## config.mk

```make
export PLATFORM = sky130hd
export DESIGN_NAME = mac_frame_scheduler
export DESIGN_NICKNAME = d
export VERILOG_FILES = /design/src/rtl/mac_frame_scheduler.sv
export SDC_FILE = /design/constraint.sdc
export NUM_CORES = 1
export LEC_CHECK = 0
export CAP_MARGIN = 20
export CORE_ASPECT_RATIO = 1.25
export CORE_UTILIZATION = 40
export CTS_CLUSTER_DIAMETER = 80
export CTS_CLUSTER_SIZE = 12
export DETAILED_ROUTE_END_ITERATION = 8
export PLACE_DENSITY_LB_ADDON = 0.12
export SLEW_MARGIN = 10
export SYNTH_ARGS = -nofsm -noshare
export SYNTH_HDL_FRONTEND = slang
export SYNTH_SLANG_ARGS = --single-unit
```

## constraint.sdc

```tcl
create_clock -name clk -period 3.2 [get_ports clk]
set_clock_uncertainty 0.1 [all_clocks]
set_input_delay 0.64 -clock clk [delete_from_list [all_inputs] [get_ports clk]]
set_output_delay 0.64 -clock clk [all_outputs]
set_load 0.005 [all_outputs]
```

## src/rtl/mac_frame_scheduler.sv

```systemverilog
// mac_frame_scheduler
// Round-robin arbiter that shares one mac_frame_generator between NUM_REQ
// traffic requesters. A winning requester's length and mode are latched and
// o_start is held for the frame's 64-bit beat count. Each frame is followed by
// an inter-packet gap. Every request is closed with a one-cycle grant, and
// oversize payloads are rejected with o_err.
// Optional feature: define MAC_SCHED_STATS_EN to build the saturating
// completed-frame counter on o_frame_cnt. When it is undefined, o_frame_cnt is tied to 0.
module mac_frame_scheduler #(
  parameter int NUM_REQ          = 4,
  parameter int PAYLOAD_MAX_SIZE = 1500,
  parameter int IPG_CYCLES       = 2
) (
  input  logic                       clk,
  input  logic                       i_rst_n,
  input  logic                       i_enable,
  input  logic [NUM_REQ-1:0]         i_req,
  input  logic [NUM_REQ*16-1:0]      i_len,
  input  logic [NUM_REQ*8-1:0]       i_mode,
  output logic                       o_start,
  output logic [15:0]                o_eth_type,
  output logic [7:0]                 o_interrupt,
  output logic [$clog2(NUM_REQ)-1:0] o_active,
  output logic [NUM_REQ-1:0]         o_grant,
  output logic                       o_err,
  output logic                       o_busy,
  output logic [31:0]                o_frame_cnt
);

  localparam int                  PTR_W    = $clog2(NUM_REQ);
  localparam logic [PTR_W-1:0]    LAST_IDX = PTR_W'(NUM_REQ - 1);
  localparam logic [PTR_W-1:0]    ONE_IDX  = PTR_W'(1);
  localparam logic [NUM_REQ-1:0]  ONE_HOT0 = NUM_REQ'(1);
  localparam logic [15:0]         MAX_LEN  = 16'(PAYLOAD_MAX_SIZE);
  localparam logic [16:0]         MIN_LEN  = 17'd46;
  localparam bit                  GAP_EN   = (IPG_CYCLES != 0);
  localparam logic [3:0]          GAP_LOAD = (IPG_CYCLES == 0) ? 4'd0 : 4'(IPG_CYCLES - 1);

  typedef enum logic [1:0] {
    ST_IDLE = 2'd0,
    ST_SEND = 2'd1,
    ST_IPG  = 2'd2
  } state_t;

  // Beats on the wire: padded payload plus 26 bytes of preamble/SFD, header
  // and CRC, rounded up to whole 8-byte beats (+33 = +26 overhead +7 round-up).
  function automatic logic [16:0] calc_beats(input logic [15:0] len);
    logic [16:0] l_v;
    if ({1'b0, len} < MIN_LEN) begin
      l_v = MIN_LEN;
    end else begin
      l_v = {1'b0, len};
    end
    calc_beats = (l_v + 17'd33) >> 3'd3;
  endfunction

  // Round-robin pointer advance with wrap at NUM_REQ.
  function automatic logic [PTR_W-1:0] next_ptr(input logic [PTR_W-1:0] p);
    if (p == LAST_IDX) begin
      next_ptr = {PTR_W{1'b0}};
    end else begin
      next_ptr = p + ONE_IDX;
    end
  endfunction

  state_t               state_r, state_next_s;
  logic [PTR_W-1:0]     rr_ptr_r, rr_ptr_next_s;
  logic [16:0]          beat_cnt_r, beat_cnt_next_s;
  logic [3:0]           gap_cnt_r, gap_cnt_next_s;
  logic                 start_r, start_next_s;
  logic [15:0]          eth_type_r, eth_type_next_s;
  logic [7:0]           interrupt_r, interrupt_next_s;
  logic [PTR_W-1:0]     active_r, active_next_s;
  logic [NUM_REQ-1:0]   grant_r, grant_next_s;
  logic                 err_r, err_next_s;
  logic                 busy_r;

  logic                 arb_ok_s;
  logic                 win_found_s;
  logic [PTR_W-1:0]     win_idx_s;
  logic [15:0]          win_len_s;
  logic [7:0]           win_mode_s;

  // A grant cycle never arbitrates, so a requester still holding i_req in its
  // grant cycle cannot be served twice for one request.
  assign arb_ok_s   = i_enable & (|i_req) & ~(|grant_r);
  assign win_len_s  = i_len[16*win_idx_s +: 16];
  assign win_mode_s = i_mode[8*win_idx_s +: 8];

  // Winner search: first set request at or after rr_ptr, wrapping upward.
  always_comb begin
    int               idx_v;
    logic [PTR_W-1:0] cand_v;
    win_found_s = 1'b0;
    win_idx_s   = {PTR_W{1'b0}};
    idx_v       = 0;
    cand_v      = {PTR_W{1'b0}};
    // Walk from farthest to nearest so the nearest hit is written last.
    for (int k = NUM_REQ - 1; k >= 0; k--) begin
      idx_v  = (int'(rr_ptr_r) + k) % NUM_REQ;
      cand_v = PTR_W'(idx_v);
      if (i_req[cand_v]) begin
        win_found_s = 1'b1;
        win_idx_s   = cand_v;
      end else begin
      end
    end
  end

  // Next-state and next-output decode for the IDLE/SEND/IPG sequencer.
  always_comb begin
    state_next_s     = state_r;
    rr_ptr_next_s    = rr_ptr_r;
    beat_cnt_next_s  = beat_cnt_r;
    gap_cnt_next_s   = gap_cnt_r;
    start_next_s     = start_r;
    eth_type_next_s  = eth_type_r;
    interrupt_next_s = interrupt_r;
    active_next_s    = active_r;
    grant_next_s     = {NUM_REQ{1'b0}};
    err_next_s       = 1'b0;
    case (state_r)
      ST_IDLE: begin
        if (arb_ok_s && win_found_s) begin
          if (win_len_s > MAX_LEN) begin
            // Oversize: close the request with grant+err and move on.
            grant_next_s  = ONE_HOT0 << win_idx_s;
            err_next_s    = 1'b1;
            rr_ptr_next_s = next_ptr(win_idx_s);
          end else begin
            eth_type_next_s  = win_len_s;
            interrupt_next_s = win_mode_s;
            active_next_s    = win_idx_s;
            beat_cnt_next_s  = calc_beats(win_len_s) - 17'd1;
            start_next_s     = 1'b1;
            state_next_s     = ST_SEND;
          end
        end else begin
        end
      end
      ST_SEND: begin
        if (beat_cnt_r == 17'd0) begin
          start_next_s  = 1'b0;
          grant_next_s  = ONE_HOT0 << active_r;
          rr_ptr_next_s = next_ptr(active_r);
          if (GAP_EN) begin
            gap_cnt_next_s = GAP_LOAD;
            state_next_s   = ST_IPG;
          end else begin
            state_next_s   = ST_IDLE;
          end
        end else begin
          beat_cnt_next_s = beat_cnt_r - 17'd1;
        end
      end
      ST_IPG: begin
        if (gap_cnt_r == 4'd0) begin
          state_next_s = ST_IDLE;
        end else begin
          gap_cnt_next_s = gap_cnt_r - 4'd1;
        end
      end
      default: begin
        state_next_s = ST_IDLE;
        start_next_s = 1'b0;
      end
    endcase
  end

  // State and registered-output update; reset drops any frame in flight.
  always_ff @(posedge clk or negedge i_rst_n) begin
    if (!i_rst_n) begin
      state_r     <= ST_IDLE;
      rr_ptr_r    <= {PTR_W{1'b0}};
      beat_cnt_r  <= 17'd0;
      gap_cnt_r   <= 4'd0;
      start_r     <= 1'b0;
      eth_type_r  <= 16'd0;
      interrupt_r <= 8'd0;
      active_r    <= {PTR_W{1'b0}};
      grant_r     <= {NUM_REQ{1'b0}};
      err_r       <= 1'b0;
      busy_r      <= 1'b0;
    end else begin
      state_r     <= state_next_s;
      rr_ptr_r    <= rr_ptr_next_s;
      beat_cnt_r  <= beat_cnt_next_s;
      gap_cnt_r   <= gap_cnt_next_s;
      start_r     <= start_next_s;
      eth_type_r  <= eth_type_next_s;
      interrupt_r <= interrupt_next_s;
      active_r    <= active_next_s;
      grant_r     <= grant_next_s;
      err_r       <= err_next_s;
      busy_r      <= (state_next_s != ST_IDLE);
    end
  end

  assign o_start     = start_r;
  assign o_eth_type  = eth_type_r;
  assign o_interrupt = interrupt_r;
  assign o_active    = active_r;
  assign o_grant     = grant_r;
  assign o_err       = err_r;
  assign o_busy      = busy_r;

`ifdef MAC_SCHED_STATS_EN
  logic [31:0] frame_cnt_r;
  logic        frame_done_s;

  // A frame completes on the edge that leaves the last SEND beat.
  assign frame_done_s = (state_r == ST_SEND) && (beat_cnt_r == 17'd0);

  // Saturating completed-frame counter, cleared only by reset.
  always_ff @(posedge clk or negedge i_rst_n) begin
    if (!i_rst_n) begin
      frame_cnt_r <= 32'd0;
    end else if (frame_done_s && (frame_cnt_r != 32'hFFFF_FFFF)) begin
      frame_cnt_r <= frame_cnt_r + 32'd1;
    end else begin
      frame_cnt_r <= frame_cnt_r;
    end
  end

  assign o_frame_cnt = frame_cnt_r;
`else
  assign o_frame_cnt = 32'd0;
`endif

endmodule
```

Word-level counts from Yosys, hierarchy flattened
Cells that the tools add are included.
{ "op_classes": {"n_bitwise": 5, "eq_ne": 10, "n_lt_le_gt_ge": 6, "shift": 4, "addsub": 9, "reduce_logical": 14, "muxes": 49} }
{ "op_table": {"columns": ["op", "n"], "rows": [
  ["$mux 17", 6],
  ["$shiftx 64x7->16", 1],
  ["$pmux 17 s2", 1],
  ["$shiftx 32x6->8", 1],
  ["$mux 2", 13],
  ["$mux 4", 5],
  ["$add 17x6->17 const B", 1],
  ["$logic_not 17->1", 1],
  ["$sub 17x1->17 const B", 1],
  ["$gt 16x11->1 const B", 1],
  ["$lt 16x6->1 const B", 1],
  ["$mux 16", 1],
  ["$pmux 4 s2", 2],
  ["$sub 14x1->15 const B", 1],
  ["$mux 1", 14],
  ["$lt 2x3->1 const B", 4],
  ["$ne 2x2->1 const B", 6],
  ["$reduce_and 4->1", 3],
  ["$bmux 1 s2", 4],
  ["$reduce_or 4->1", 2],
  ["$shl 1x2->4 const A", 2],
  ["$add 2x1->2 const B", 3],
  ["$eq 2x2->1 const B", 3],
  ["$pmux 2 s3", 1],
  ["other kinds (12)", 19]
]} }
{ "word_totals": {"output_inout_bits": 65, "ff_bits": 58, "input_bits": 103, "wordCells": 108} }

Logic depth before layout (Yosys ltp)
{ "depth": {"ltp_word": 18, "mapped_depth": 16, "mapped_depth_nobuf": 14} }

Worst setup path after synthesis
Ideal clock, no wire load.
{ "synth_path": {"path_type": "input to register", "start": "in i_req[1]", "end": "reg beat_cnt_r[4]", "stages": 14, "setup_time_ns": 0.132, "arrival_ns": 3.176, "path_slack_ns": -0.208, "path_buffers": 2, "cell_sequence": "nor3b_1 a211o_1 nor2b_1 buf_2 buf_2 mux2i_4 and4_1 nand3_1 o21a_1 ha_1 nand2b_1 a31oi_1 xor2_1 o211ai_1"} }
{ "synth_between": {"elab_chain_len": 17} }
{ "synth_rtl": {"columns": ["element", "line", "rtl"], "rows": [
  ["from (decl)", "17", "input logic [NUM_REQ-1:0] i_req,"],
  ["$bmux 1 s2", "102", "if (i_req[cand_v]) begin"],
  ["$mux 1 (implied by the code)", "102", null],
  ["$mux 2 (4 in a row)", "102", null],
  ["$shiftx 64x7->16", "87", "assign win_len_s = i_len[16*win_idx_s +: 16];"],
  ["$lt 16x6->1", "49", "if ({1'b0, len} < MIN_LEN) begin"],
  ["$mux 16", "49", null],
  ["$mux 17", "125", "if (win_len_s > MAX_LEN) begin"],
  ["$mux 17", "124", "if (arb_ok_s && win_found_s) begin"],
  ["$mux 17", "122", "case (state_r)"],
  ["$add 17x6->17", "54", "calc_beats = (l_v + 17'd33) >> 3'd3;"],
  ["$sub 14x1->15", "134", "beat_cnt_next_s = calc_beats(win_len_s) - 17'd1;"],
  ["$mux 17", "125", null],
  ["$mux 17", "124", null],
  ["$pmux 17 s2", "122", null],
  ["to (signal assigned)", "187", "beat_cnt_r <= beat_cnt_next_s;"],
  ["to (decl)", "68", "logic [16:0] beat_cnt_r, beat_cnt_next_s;"]
]} }
Several ways; a longest one is shown, not always the timed one. The select of a mux whose other input is x is not followed.
A chain may end at the register's enable or synchronous reset.

Final worst setup path
{ "layout_path": {"start": "reg rr_ptr_r[1]", "end": "reg beat_cnt_r[6]"} }
{ "layout_between": {"elab_chain_len": 18} }
{ "layout_rtl": {"columns": ["element", "line", "rtl"], "rows": [
  ["from (decl)", "67", "logic [PTR_W-1:0] rr_ptr_r, rr_ptr_next_s;"],
  ["from (signal assigned)", "174", "rr_ptr_r <= {PTR_W{1'b0}};"],
  ["from (signal assigned)", "186", "rr_ptr_r <= rr_ptr_next_s;"],
  ["$add 2x2->2", "100", "idx_v = (int'(rr_ptr_r) + k) % NUM_REQ;"],
  ["$bmux 1 s2", "102", null],
  ["$mux 1 (implied by the code)", "102", null],
  ["$mux 2 (4 in a row)", "102", null],
  ["$shiftx 64x7->16", "87", null],
  ["$lt 16x6->1", "49", null],
  ["$mux 16", "49", null],
  ["$mux 17", "125", null],
  ["$mux 17", "124", null],
  ["$mux 17", "122", null],
  ["$add 17x6->17", "54", null],
  ["$sub 14x1->15", "134", null],
  ["$mux 17", "125", null],
  ["$mux 17", "124", null],
  ["$pmux 17 s2", "122", null]
]} }
Several ways; a longest one is shown, not always the timed one. The select of a mux whose other input is x is not followed.

==> run metrics <==
Synth Area in Simple Gates 18.9%; met2 Usage GRT 41.8%; Min-Delay Path Class in2async; Final Worst Setup Slack -0.0435 ns; number of global-route vias before repair 4081; Post-synth ARST share 100%; M1 GR Usage 26.6%; drt total wl 12100 um; first-pass GRT wire length 19500 um; pin count of the biggest net entering global routing between 50 and 60; post-synthesis sequential area ratio 35.9%; Final HPWL DP 8930 um; diode count 0; status finished, violations left; clock root buffer clkbuf_16; initial core utilization 41.6%; worst-path fanout max 7; die width between 90 and 100 um; Compound-Gate Fraction of Synth Area 16.0%; CTS tree done; post-synth cell types 60; Mean Syn Cell Area 9.21 um2; GR Util met3 6.18%; number of cells on the worst reg-to-reg path 15; io pins ~170; Synth Area in XOR/XNOR 1.73%; final hold violations 0; Initial DRC Count 117; # DRC 0; drt wl/cell 15.6 um; grt total ovfl 0; RSZ-0062 raised after global routing true; htree depth 3; VDD IR max approximately 0.00033 V; CTS Buf Count 9; layout cells sized above 1 23.6%; maxcap violations 0; # rows 40; post-place setup slack -0.658 ns; antenna violations before repair 0; post-route clock period utilization 101%; adder-cell share of the synthesized area 3.72%; worst rel slew slack 50.1%; largest delay contributor family on the critical path compound AO/OA/AOI/OAI gates; DR pass1 iterations 5; setup violators final 2; number of hold buffers added after cts 0; Skew-Pair Late Insertion Delay around 0.33 ns; top_reg_cell synth dfrtp_1; die area approximately 11000 um2; CTS clock-pin slew for the worst setup and hold paths ~0.050 ns; Tmin final 3.24 ns; area of the core between 9000 and 10000 um2; Least-Margin Pin Slew 0.748 ns; pwr/cell area between 700 and 800 nW/um2; # port buffers 135; Final Max Slew Viols 0; Crit. End Element register; nets@finish roughly 760; Clock Tree Buf Depth 2; Worst Path Arrival between 3 and 4 ns; Final ANT Viol Nets 0; vias per cell 5.12; violated checks setup timing; Static Leak about 0.0029 uW; largest family of logic cells by synthesized area simple AND/OR/NAND/NOR gates; mux contribution to synthesized area 13.1%; startpoint types register; worst hold slack around 0.35 ns; GRT Max-Usage Layer met2; GP Congestion around 0.8; Post-Synthesis Cells approximately 440; area grow syn2layout 59.4%; CP required approximately 3.3 ns; Syn Std Cell Area a little over 4000 um2; Post-synth EDFFs 0; largest stage delay on the critical path 0.46 ns; Die Y 114 um; worst-path cell chain mux2i_2, a2bb2oi_2, and2_4, clkinv_8, mux2i_1, mux2_4, buf_6, nor3_4, xor2_1, o21a_1, ha_2, nand3b_1, a31oi_2, xnor2_1, o21a_1; Yosys reg bits a little under 60; yosys warns 0; GRT Overall Usage 23.9%; most frequent CP cell o21a_1; filler cell count between 700 and 800; Clock Sinks 58; slowest CP cell dfrtp_2; critical path class reg2reg; Crit path depth 15; vias between 3000 and 4000; CP Buf/Inv Count 2; Fmax 308 MHz
==> per-stage QoR <==
step           instance area [um2]  power (uW)  TNS [ns]  utilization (%)  cells
6_report                      6440        4910   -0.0652             66.4    773
5_1_grt                       6440        5240    -0.571             66.4    773
4_1_cts                       6280        4790  -0.00511             64.6    764
3_5_place_dp                  5710        3490    -25.95             58.8    732
3_3_place_gp                  5710        3450    -23.22             58.8    732
2_1_floorplan                 4200        2530         0                -    470
==> routing by layer <==
layer  share of wire [%]  vias to the layer above
li1                    -                     1902
met1                  39                     1880
met2                  52                      139
met3                 5.3                       38
met4                 3.9                        0
met5                   0                        -
==> cell families (layout without fill, tap and decap cells) <==
kind of cell / Yosys count / count (layout)
other: 1 / 32
DFF: 58 / 58
muxes: 49 / 49
buffers and inverters: 62 / 238
and+or+nand+nor: 151 / 152
xor gates and xnor gates: 8 / 8
adders and majority gates: 12 / 12
AOI/OAI and AO/OA: 98 / 98
==> cell usage after synthesis (2+ instances only) <==
library cell  instances  area [um2]
a21oi_1              14        70.1
a22o_1                6        52.6
a31oi_1               4        25.0
and2_1                7        43.8
and3_1                2        12.5
and4_1                2        17.5
buf_12                2        40.0
buf_2                 7        35.0
buf_4                35         263
clkbuf_1              4        15.0
dfrtp_1              58        1450
ha_1                 12         150
inv_1                11        41.3
mux2_2               16         180
mux2i_1              31         310
nand2_1              58         218
nand2b_1              5        31.3
nand3_1               8        40.0
nand4_1               2        12.5
nand4b_1              2        17.5
nor2_1               26        97.6
nor2b_1               5        31.3
nor3_1               10        50.1
nor3b_1               4        30.0
nor4_1                4        25.0
o211ai_1              6        45.0
o21a_1                2        15.0
o21ai_0              42         210
o21ai_1               7        35.0
o31ai_1               2        15.0
o41ai_1               2        17.5
or3_1                 5        31.3
or4_1                 5        37.5
xnor2_1               3        26.3
xor2_1                5        43.8
==> report_power, final <==
group	internal [uW]	switching, uW
Clock	700	346
Combinational	1460	1230
Sequential	978	205
==> layout make-up <==
class                      count  area (um2)  area share (%)
multi-input combinational    351        2480            38.6
timing repair buffer         209        1960            30.4
clock inverter                 5        77.6            1.20
inverter                      12        57.6           0.893
sequential                    58        1450            22.6
clock buffer                  11         243            3.77
timing repair inverter         1        8.76           0.136
tap                          126         158            2.45
==> timing repair <==
item / 4_1_cts / 5_1_grt
setup buffers: 15 / 8
gates resized for setup: 46 / 24
endpoints found under the setup margin: 51 / 49
gates cloned: 2 / 2
pin swaps: 27 / 23
==> placed cells by master, fill, tap and decap left out, types with 3 or more instances in the layout <==
| master | netlist | routed |
|---|---|---|
| dlygate4sd2_1 | 0 | 11 |
| a22o_1 | 6 | 5 |
| mux2i_2 | 0 | 6 |
| nor2_4 | 1 | 5 |
| xnor2_1 | 3 | 3 |
| nor3_1 | 10 | 10 |
| inv_1 | 11 | 10 |
| o21ai_1 | 7 | 9 |
| dfrtp_1 | 58 | 56 |
| nor4_1 | 4 | 4 |
| mux2_2 | 16 | 11 |
| a21oi_1 | 14 | 13 |
| and2_1 | 7 | 7 |
| buf_4 | 35 | 60 |
| xor2_1 | 5 | 4 |
| nor2b_1 | 5 | 4 |
| a31oi_1 | 4 | 3 |
| conb_1 | 1 | 32 |
| clkbuf_16 | 0 | 9 |
| o21ai_0 | 42 | 40 |
| buf_6 | 1 | 8 |
| nand2_1 | 58 | 58 |
| o211ai_1 | 6 | 6 |
| clkdlybuf4s50_1 | 0 | 119 |
| buf_12 | 2 | 4 |
| ha_1 | 12 | 11 |
| buf_2 | 7 | 4 |
| nand3_1 | 8 | 7 |
| nand2b_1 | 5 | 4 |
| nor2_1 | 26 | 20 |
| or3_1 | 5 | 5 |
| or4_4 | 0 | 3 |
| mux2_4 | 1 | 6 |
| mux2i_1 | 31 | 25 |
| nor3b_1 | 4 | 3 |
==> path summary, 6_finish.rpt <==
check / from / to / slack, ns
worst max register to register: rr_ptr_r[1]$_DFFE_PN0P_ / beat_cnt_r[6]$_DFFE_PN0P_ / -0.04
worst max-delay path: rr_ptr_r[1]$_DFFE_PN0P_ / beat_cnt_r[6]$_DFFE_PN0P_ / -0.04
worst min-delay path: i_rst_n / gap_cnt_r[1]$_DFFE_PN0P_ / 0.35
worst min register to register: o_eth_type[4]$_DFFE_PN0P_ / o_eth_type[4]$_DFFE_PN0P_ / 0.38
max in group asynchronous: i_rst_n / rr_ptr_r[0]$_DFFE_PN0P_ / 2.11
min in group clk: o_eth_type[4]$_DFFE_PN0P_ / o_eth_type[4]$_DFFE_PN0P_ / 0.38
==> sequential cells by signal, indices dropped and copies added (netlist names) <==
register / count
beat_cnt_r: 17
gap_cnt_r: 4
o_active: 2
o_busy: 1
o_err: 1
o_eth_type: 16
o_grant: 4
o_interrupt: 8
o_start: 1
rr_ptr_r: 2
state_r: 2
(Power assumes the default switching activity.)
